===== src/rtl/alu_cmd_if.sv =====
// Command, ALU-drive and response signals of the accumulator-ALU sequencer.
// master = command source / response sink / ALU side, slave = sequencer.
interface alu_cmd_if #(parameter int WIDTH = 8);
  logic             cmd_valid;
  logic             cmd_ready;
  logic [2:0]       cmd_op;
  logic             cmd_load;
  logic [WIDTH-1:0] cmd_a;
  logic [WIDTH-1:0] cmd_b;
  logic [2:0]       alu_in_sel;
  logic [WIDTH-1:0] alu_num1;
  logic [WIDTH-1:0] alu_num2;
  logic [6:0]       alu_out_sel;
  logic [WIDTH-1:0] alu_result;
  logic             alu_overflow;
  logic             rsp_valid;
  logic             rsp_ready;
  logic [WIDTH-1:0] rsp_data;
  logic             rsp_err;
  logic             busy;

  modport master (
    output cmd_valid, cmd_op, cmd_load, cmd_a, cmd_b, rsp_ready, alu_result, alu_overflow,
    input  cmd_ready, alu_in_sel, alu_num1, alu_num2, alu_out_sel, rsp_valid, rsp_data,
           rsp_err, busy
  );

  modport slave (
    input  cmd_valid, cmd_op, cmd_load, cmd_a, cmd_b, rsp_ready, alu_result, alu_overflow,
    output cmd_ready, alu_in_sel, alu_num1, alu_num2, alu_out_sel, rsp_valid, rsp_data,
           rsp_err, busy
  );
endinterface


===== src/rtl/alu_cmd_sequencer.sv =====
// Buffers ALU commands in a small FIFO, issues them one at a time to the
// accumulator ALU, waits its fixed latency and returns result/overflow.
module alu_cmd_sequencer #(
  parameter int WIDTH   = 8,
  parameter int DEPTH   = 4,
  parameter int ALU_LAT = 2
) (
  input logic      clk,
  input logic      rst,
  alu_cmd_if.slave bus
);
  localparam int AW = $clog2(DEPTH);
  localparam int CW = (ALU_LAT > 1) ? $clog2(ALU_LAT) : 1;

  typedef struct packed {
    logic [2:0]       op;
    logic             load;
    logic [WIDTH-1:0] a;
    logic [WIDTH-1:0] b;
  } cmd_t;

  typedef enum logic [2:0] {IDLE, ISSUE, WAIT, RESP, CLR} state_t;

  cmd_t          mem [DEPTH];
  cmd_t          head;
  logic [AW-1:0] wrPtr, rdPtr;
  logic [AW:0]   count, countNext;
  state_t        state;
  logic [CW-1:0] waitCnt;
  logic          ovfPend;
  logic          push, pop, goIdle;

  always_comb begin
    push      = bus.cmd_valid && bus.cmd_ready;
    pop       = (state == IDLE) && (count != '0);
    countNext = count + {{AW{1'b0}}, push} - {{AW{1'b0}}, pop};
    head      = mem[rdPtr];
    // FSM will sit in IDLE after this edge
    goIdle    = ((state == IDLE) && !pop) ||
                ((state == RESP) && bus.rsp_ready && !ovfPend) ||
                (state == CLR);
  end

  always_ff @(posedge clk) begin
    if (push) mem[wrPtr] <= '{op: bus.cmd_op, load: bus.cmd_load, a: bus.cmd_a, b: bus.cmd_b};
  end

  always_ff @(posedge clk) begin
    if (rst) begin
      state           <= IDLE;
      wrPtr           <= '0;
      rdPtr           <= '0;
      count           <= '0;
      waitCnt         <= '0;
      ovfPend         <= 1'b0;
      bus.cmd_ready   <= 1'b1;
      bus.busy        <= 1'b0;
      bus.rsp_valid   <= 1'b0;
      bus.rsp_data    <= '0;
      bus.rsp_err     <= 1'b0;
      bus.alu_in_sel  <= 3'b001;
      bus.alu_num1    <= '0;
      bus.alu_num2    <= '0;
      bus.alu_out_sel <= '0;
    end else begin
      if (push) wrPtr <= wrPtr + 1'b1;
      if (pop)  rdPtr <= rdPtr + 1'b1;
      count          <= countNext;
      bus.cmd_ready  <= (countNext < (AW+1)'(DEPTH));
      bus.busy       <= (countNext != '0) || !goIdle;
      bus.alu_in_sel <= 3'b000;

      case (state)
        IDLE: if (pop) begin
          if (head.op == 3'd7) begin
            // reserved opcode never reaches the ALU
            bus.rsp_valid <= 1'b1;
            bus.rsp_data  <= '0;
            bus.rsp_err   <= 1'b1;
            ovfPend       <= 1'b0;
            state         <= RESP;
          end else begin
            bus.alu_in_sel  <= head.load ? 3'b010 : 3'b100;
            bus.alu_num1    <= head.a;
            bus.alu_num2    <= head.b;
            bus.alu_out_sel <= 7'b1000000 >> head.op;
            state           <= ISSUE;
          end
        end
        ISSUE: begin
          waitCnt <= CW'(ALU_LAT - 1);
          state   <= WAIT;
        end
        WAIT: begin
          if (waitCnt == '0) begin
            bus.rsp_valid <= 1'b1;
            bus.rsp_data  <= bus.alu_result;
            bus.rsp_err   <= bus.alu_overflow;
            ovfPend       <= bus.alu_overflow;
            state         <= RESP;
          end else begin
            waitCnt <= waitCnt - 1'b1;
          end
        end
        RESP: if (bus.rsp_ready) begin
          bus.rsp_valid <= 1'b0;
          if (ovfPend) begin
            bus.alu_in_sel <= 3'b001;
            state          <= CLR;
          end else begin
            state <= IDLE;
          end
        end
        CLR:     state <= IDLE;
        default: state <= IDLE;
      endcase
    end
  end
endmodule


===== src/flat_wrapper.sv =====
// flat-port wrapper written by rule: the top's interface ports become plain ports
module alu_cmd_sequencer_flat 
#(
  parameter int WIDTH   = 8,
  parameter int DEPTH   = 4,
  parameter int ALU_LAT = 2
)
  (clk, rst, bus_cmd_valid, bus_cmd_op, bus_cmd_load, bus_cmd_a, bus_cmd_b, bus_rsp_ready, bus_alu_result, bus_alu_overflow, bus_cmd_ready, bus_alu_in_sel, bus_alu_num1, bus_alu_num2, bus_alu_out_sel, bus_rsp_valid, bus_rsp_data, bus_rsp_err, bus_busy);
  alu_cmd_if #(.WIDTH(WIDTH)) bus_i ();
  input logic clk;
  input logic rst;
  input wire logic [$bits(bus_i.cmd_valid)-1:0] bus_cmd_valid;
  input wire logic [$bits(bus_i.cmd_op)-1:0] bus_cmd_op;
  input wire logic [$bits(bus_i.cmd_load)-1:0] bus_cmd_load;
  input wire logic [$bits(bus_i.cmd_a)-1:0] bus_cmd_a;
  input wire logic [$bits(bus_i.cmd_b)-1:0] bus_cmd_b;
  input wire logic [$bits(bus_i.rsp_ready)-1:0] bus_rsp_ready;
  input wire logic [$bits(bus_i.alu_result)-1:0] bus_alu_result;
  input wire logic [$bits(bus_i.alu_overflow)-1:0] bus_alu_overflow;
  output wire logic [$bits(bus_i.cmd_ready)-1:0] bus_cmd_ready;
  output wire logic [$bits(bus_i.alu_in_sel)-1:0] bus_alu_in_sel;
  output wire logic [$bits(bus_i.alu_num1)-1:0] bus_alu_num1;
  output wire logic [$bits(bus_i.alu_num2)-1:0] bus_alu_num2;
  output wire logic [$bits(bus_i.alu_out_sel)-1:0] bus_alu_out_sel;
  output wire logic [$bits(bus_i.rsp_valid)-1:0] bus_rsp_valid;
  output wire logic [$bits(bus_i.rsp_data)-1:0] bus_rsp_data;
  output wire logic [$bits(bus_i.rsp_err)-1:0] bus_rsp_err;
  output wire logic [$bits(bus_i.busy)-1:0] bus_busy;
  assign bus_i.cmd_valid = bus_cmd_valid;
  assign bus_i.cmd_op = bus_cmd_op;
  assign bus_i.cmd_load = bus_cmd_load;
  assign bus_i.cmd_a = bus_cmd_a;
  assign bus_i.cmd_b = bus_cmd_b;
  assign bus_i.rsp_ready = bus_rsp_ready;
  assign bus_i.alu_result = bus_alu_result;
  assign bus_i.alu_overflow = bus_alu_overflow;
  assign bus_cmd_ready = bus_i.cmd_ready;
  assign bus_alu_in_sel = bus_i.alu_in_sel;
  assign bus_alu_num1 = bus_i.alu_num1;
  assign bus_alu_num2 = bus_i.alu_num2;
  assign bus_alu_out_sel = bus_i.alu_out_sel;
  assign bus_rsp_valid = bus_i.rsp_valid;
  assign bus_rsp_data = bus_i.rsp_data;
  assign bus_rsp_err = bus_i.rsp_err;
  assign bus_busy = bus_i.busy;
  alu_cmd_sequencer #(.WIDTH(WIDTH), .DEPTH(DEPTH), .ALU_LAT(ALU_LAT)) u_core (.clk(clk), .rst(rst), .bus(bus_i));
endmodule

===== config.mk =====
export PLATFORM = sky130hd
export DESIGN_NAME = alu_cmd_sequencer_flat
export DESIGN_NICKNAME = d
export VERILOG_FILES = /design/src/rtl/alu_cmd_if.sv /design/src/rtl/alu_cmd_sequencer.sv /design/src/flat_wrapper.sv
export SDC_FILE = /design/constraint.sdc
export NUM_CORES = 1
export LEC_CHECK = 0
export BUFFER_PORTS_ARGS = -buffer_cell sky130_fd_sc_hd__buf_2
export CORE_MARGIN = 1
export CORE_UTILIZATION = 56
export DETAILED_ROUTE_END_ITERATION = 12
export PLACE_DENSITY = 0.86
export SLEW_MARGIN = 20
export SYNTH_ARGS = -nofsm -noshare
export SYNTH_HDL_FRONTEND = slang
export SYNTH_SLANG_ARGS = --single-unit
export TNS_END_PERCENT = 30

===== constraint.sdc =====
create_clock -name clk -period 3.1 [get_ports clk]
set_input_delay 0.775 -clock clk [delete_from_list [all_inputs] [get_ports clk]]
set_output_delay 0.775 -clock clk [all_outputs]
set_load 0.05 [all_outputs]

==> metrics.csv <==
stage,metric,value,unit
power,P_int,4.09,mW
power,sequential share of power,37.3,%
clock_network,"Clk Latency, worst-skew pair",520,ps
global_route,total grt overflow,0,
hold_path,Hold Crit Class,primary input to register,
global_route,global router's overall resource usage,22.6,%
sta,post-route setup TNS,0,ps
drt,Avg Vias per Cell,5.82,
layout,fin nets,448,
layout,fillers,587,
power,Clk pwr share,29.4,%
placed_design,Final HPWL DP,5.92,mm
setup_path,crit path kind,register to register,
layout,fin util,69.6,%
global_route,vias in the first global route,3028,
drt,1st-iter DRT viols,124,
run,MaxCap Viol Count,0,
global_route,first-pass GRT wire length,14.6,mm
sta,RSZ-0062 raised after global routing,no,
placed_design,gpl congestion,0.778,
drt,# DRC,0,
synthesis,Ys Warns,0,
drt,drt first pass iters,5,
sta,fin crit share,81.8,%
setup_path,CP startpoint kind,register,
layout,Area Overhead vs Synth,20.9,%
layout,ratio of cells with drive above 1 in the final layout,32.3,%
global_route,initial antenna violation count,0,
power,sw frac,37.1,%
setup_path,worst setup path endpoint,u_core.bus.busy,
sta,worst hold margin,466,ps
floorplanning,Initial Util,57.5,%
clock_network,Sink Count,132,
power,Switching Power,2.42,mW
synthesis,synthesized cell area,4970,µm²
floorplanning,Site Rows,34,
sta,"Slew Viols, Final",0,
synthesis,"FF+latch count, synth",132,
sta,Finish-stage setup viols,0,
synthesis,post-synthesis sequential area ratio,69.3,%
power,Peak VDD IR,0.757,mV
floorplanning,IO Count,71,
status,status,finished clean,
global_route,pin count of the biggest net entering global routing,32,
floorplanning,Core Area,8640,µm²
clock_network,"Hold-fix buffers, CTS",0,
sta,clk_skew,10.1,ps
power,Power Density,1080,nW/µm²
setup_path,crit path capture type,register,
sta,worst-margin pin slew,691,ps
clock_network,post-CTS setup repair buffer count,0,
sta,min Tclk post-route,2540,ps
clock_network,CTS H-tree depth,4,
clock_network,Max clock buf depth,2,
synthesis,post-synth cell types,40,
clock_network,CTS Root Cell,clkbuf_8,
drt,Vias,3077,
clock_network,total CTS buffers,17,
floorplanning,Die ar.,9260,µm²
setup_path,Reg2Reg Depth,10,
setup_path,"setup slack, reg-to-reg",560,ps
setup_path,worst reg2reg endpoint,u_core.bus.busy,
setup_path,Critical Path Start,u_core.state[1],
drt,Routed Antenna Nets,0,
synthesis,synthesized instance count,327,
clock_network,CTS tree,built,
power,Comb pwr share,33.3,%
setup_path,WP data required,3480,ps
drt,"wirelength, routed",9.43,mm
power,leakage power,2.24,nW
setup_path,crit path max fanout,12,
sta,relative slew slack,53.7,%
placed_design,IO Port Bufs,70,
power,total power,6.51,mW
setup_path,"Arr. time, crit path",2920,ps
floorplanning,die height,96.2,µm
layout,diode count,0,
synthesis,Syn Nets,367,
clock_network,post-CTS resize count,0,
sta,Final Hold Violating Endpoints,0,
floorplanning,Die Wd,96.2,µm
sta,Max Clock Freq,394,MHz
synthesis,"Avg Cell Area, Syn",15.2,µm²
setup_path,FF-to-FF Start,u_core.state[1],
drt,WL/cell,17.8,µm
clock_network,clock transition at the registers of the reported paths,60,ps
[Yosys cell counts]
cell type	number	area [µm²]
a211oi_1	5	37.5
a21oi_1	26	130
a22o_1	9	78.8
a22oi_1	1	7.51
a311o_1	1	10.0
a31oi_1	1	6.26
and3_1	5	31.3
and3_4	1	11.3
buf_1	2	7.51
buf_2	4	20.0
buf_4	1	7.51
buf_6	3	33.8
clkbuf_1	7	26.3
dfxtp_1	52	1040
edfxtp_1	80	2400
fa_1	1	20.0
ha_1	6	75.1
inv_1	9	33.8
mux2i_1	1	10.0
mux4_2	20	450
nand2_1	8	30.0
nand2b_1	2	12.5
nand3_1	18	90.1
nand3_2	1	10.0
nand3b_1	2	15.0
nand4_1	1	6.26
nand4b_1	1	8.76
nor2_1	15	56.3
nor2b_1	3	18.8
nor3_1	5	25.0
nor3_2	1	10.0
nor3b_1	1	7.51
nor4_4	1	21.3
nor4b_4	1	23.8
o21ai_0	11	55.1
o21ai_1	12	60.1
o21bai_1	1	7.51
o2bb2ai_2	1	15.0
or3_1	2	12.5
xnor2_1	5	43.8
[state kept, by name, summed over array words and instances, names as in the netlist, 3 cells and up, named ones only]
signal	cells
u_core.bus.alu_num2	8
u_core.mem	80
u_core.bus.alu_num1	8
u_core.count	3
u_core.state	3
u_core.bus.rsp_data	8
u_core.bus.alu_out_sel	7
u_core.bus.alu_in_sel	3
[worst min-delay path by stage]
stage / from / endpoint / slack, ps / cells past startpoint
global route: bus_cmd_a[1] / u_core.mem[0][9] / 440 / 1
global placement: u_core.bus.rsp_data[7] / u_core.bus.rsp_data[7] / 450 / 1
detailed placement: u_core.bus.rsp_data[1] / u_core.bus.rsp_data[1] / 460 / 1
CTS: bus_cmd_a[1] / u_core.mem[0][9] / 450 / 1
finish: bus_cmd_a[1] / u_core.mem[0][9] / 470 / 1
floorplan: u_core.ovfPend / u_core.state[2] / 440 / 2
[layout make-up]
| type | count | area [µm²] | area share, % |
|---|---|---|---|
| Clock inverter | 13 | 148 | 2.46 |
| Tap cell | 108 | 135 | 2.25 |
| Timing Repair Buffer | 79 | 418 | 6.96 |
| Clock buffer | 19 | 432 | 7.19 |
| Inverter | 9 | 33.8 | 0.562 |
| Multi-Input combinational cell | 169 | 1400 | 23.3 |
| Sequential cell | 132 | 3440 | 57.3 |
[kinds of logic (layout without fill, tap and decap cells)]
| group | count (synthesis) | after routing | share of synthesized area [%] |
|---|---|---|---|
| adders and majority gates | 7 | 7 | 1.91 |
| muxes | 21 | 21 | 9.26 |
| xor gates and xnor gates | 5 | 5 | 0.881 |
| buffers and inverters | 26 | 120 | 2.59 |
| and+or+nand+nor | 68 | 68 | 7.85 |
| DFF | 132 | 132 | 69.3 |
| AOI/OAI and AO/OA | 68 | 68 | 8.21 |
[placed cells by master, fill, tap and decap left out, types with 3 or more instances in the layout]
| master | netlist | final |
|---|---|---|
| a22o_1 | 9 | 9 |
| buf_4 | 1 | 9 |
| nor2b_1 | 3 | 3 |
| a211oi_1 | 5 | 5 |
| edfxtp_1 | 80 | 80 |
| clkinvlp_4 | 0 | 4 |
| xnor2_1 | 5 | 5 |
| mux4_2 | 20 | 20 |
| buf_2 | 4 | 70 |
| and3_1 | 5 | 5 |
| nor3_1 | 5 | 5 |
| nand2_1 | 8 | 8 |
| dfxtp_1 | 52 | 52 |
| a21oi_1 | 26 | 26 |
| inv_6 | 0 | 4 |
| clkbuf_16 | 0 | 16 |
| inv_1 | 9 | 9 |
| o21ai_0 | 11 | 11 |
| nor2_1 | 15 | 15 |
| o21ai_1 | 12 | 12 |
| ha_1 | 6 | 6 |
| nand3_1 | 18 | 18 |
[power groups by stage]
| stage | Clock (mW) | Sequential (mW) | Combinational, mW |
|---|---|---|---|
| final | 1.91 | 2.43 | 2.17 |
| after global routing | 2.02 | 2.46 | 2.34 |
| after CTS | 1.94 | 2.43 | 2.18 |
| after detailed placement | 0 | 2.46 | 2.15 |
| after global placement | 0 | 2.44 | 2.09 |
| after floorplan | 0 | 2.97 | 1.14 |
[through the flow]
step	instances	setup slack [ps]	instance area, µm²
CTS	529	548	6010
floorplan	327	570	4970
finish	529	563	6010
global placement	497	703	5430
global route	529	375	6010
detailed placement	497	604	5430
[critical path: stages, from the launching register on]
cell	delay [ps]
dfxtp_1	400
or3_1	470
nand2b_1	190
inv_1	80
ha_1	140
inv_1	40
ha_1	200
fa_1	400
xnor2_1	150
xnor2_1	220
a31oi_1	100
[per-layer routing]
metal / GRT usage, % / vias up / part of all wire [%]
met2: 38.3 / 128 / 52
met5: 0 / - / 0
met4: 12.1 / 0 / 2.2
met3: 8.37 / 21 / 7.0
met1: 24.7 / 1509 / 39
li1: - / 1419 / -
No activity file was read; power rests on OpenSTA's default activity.
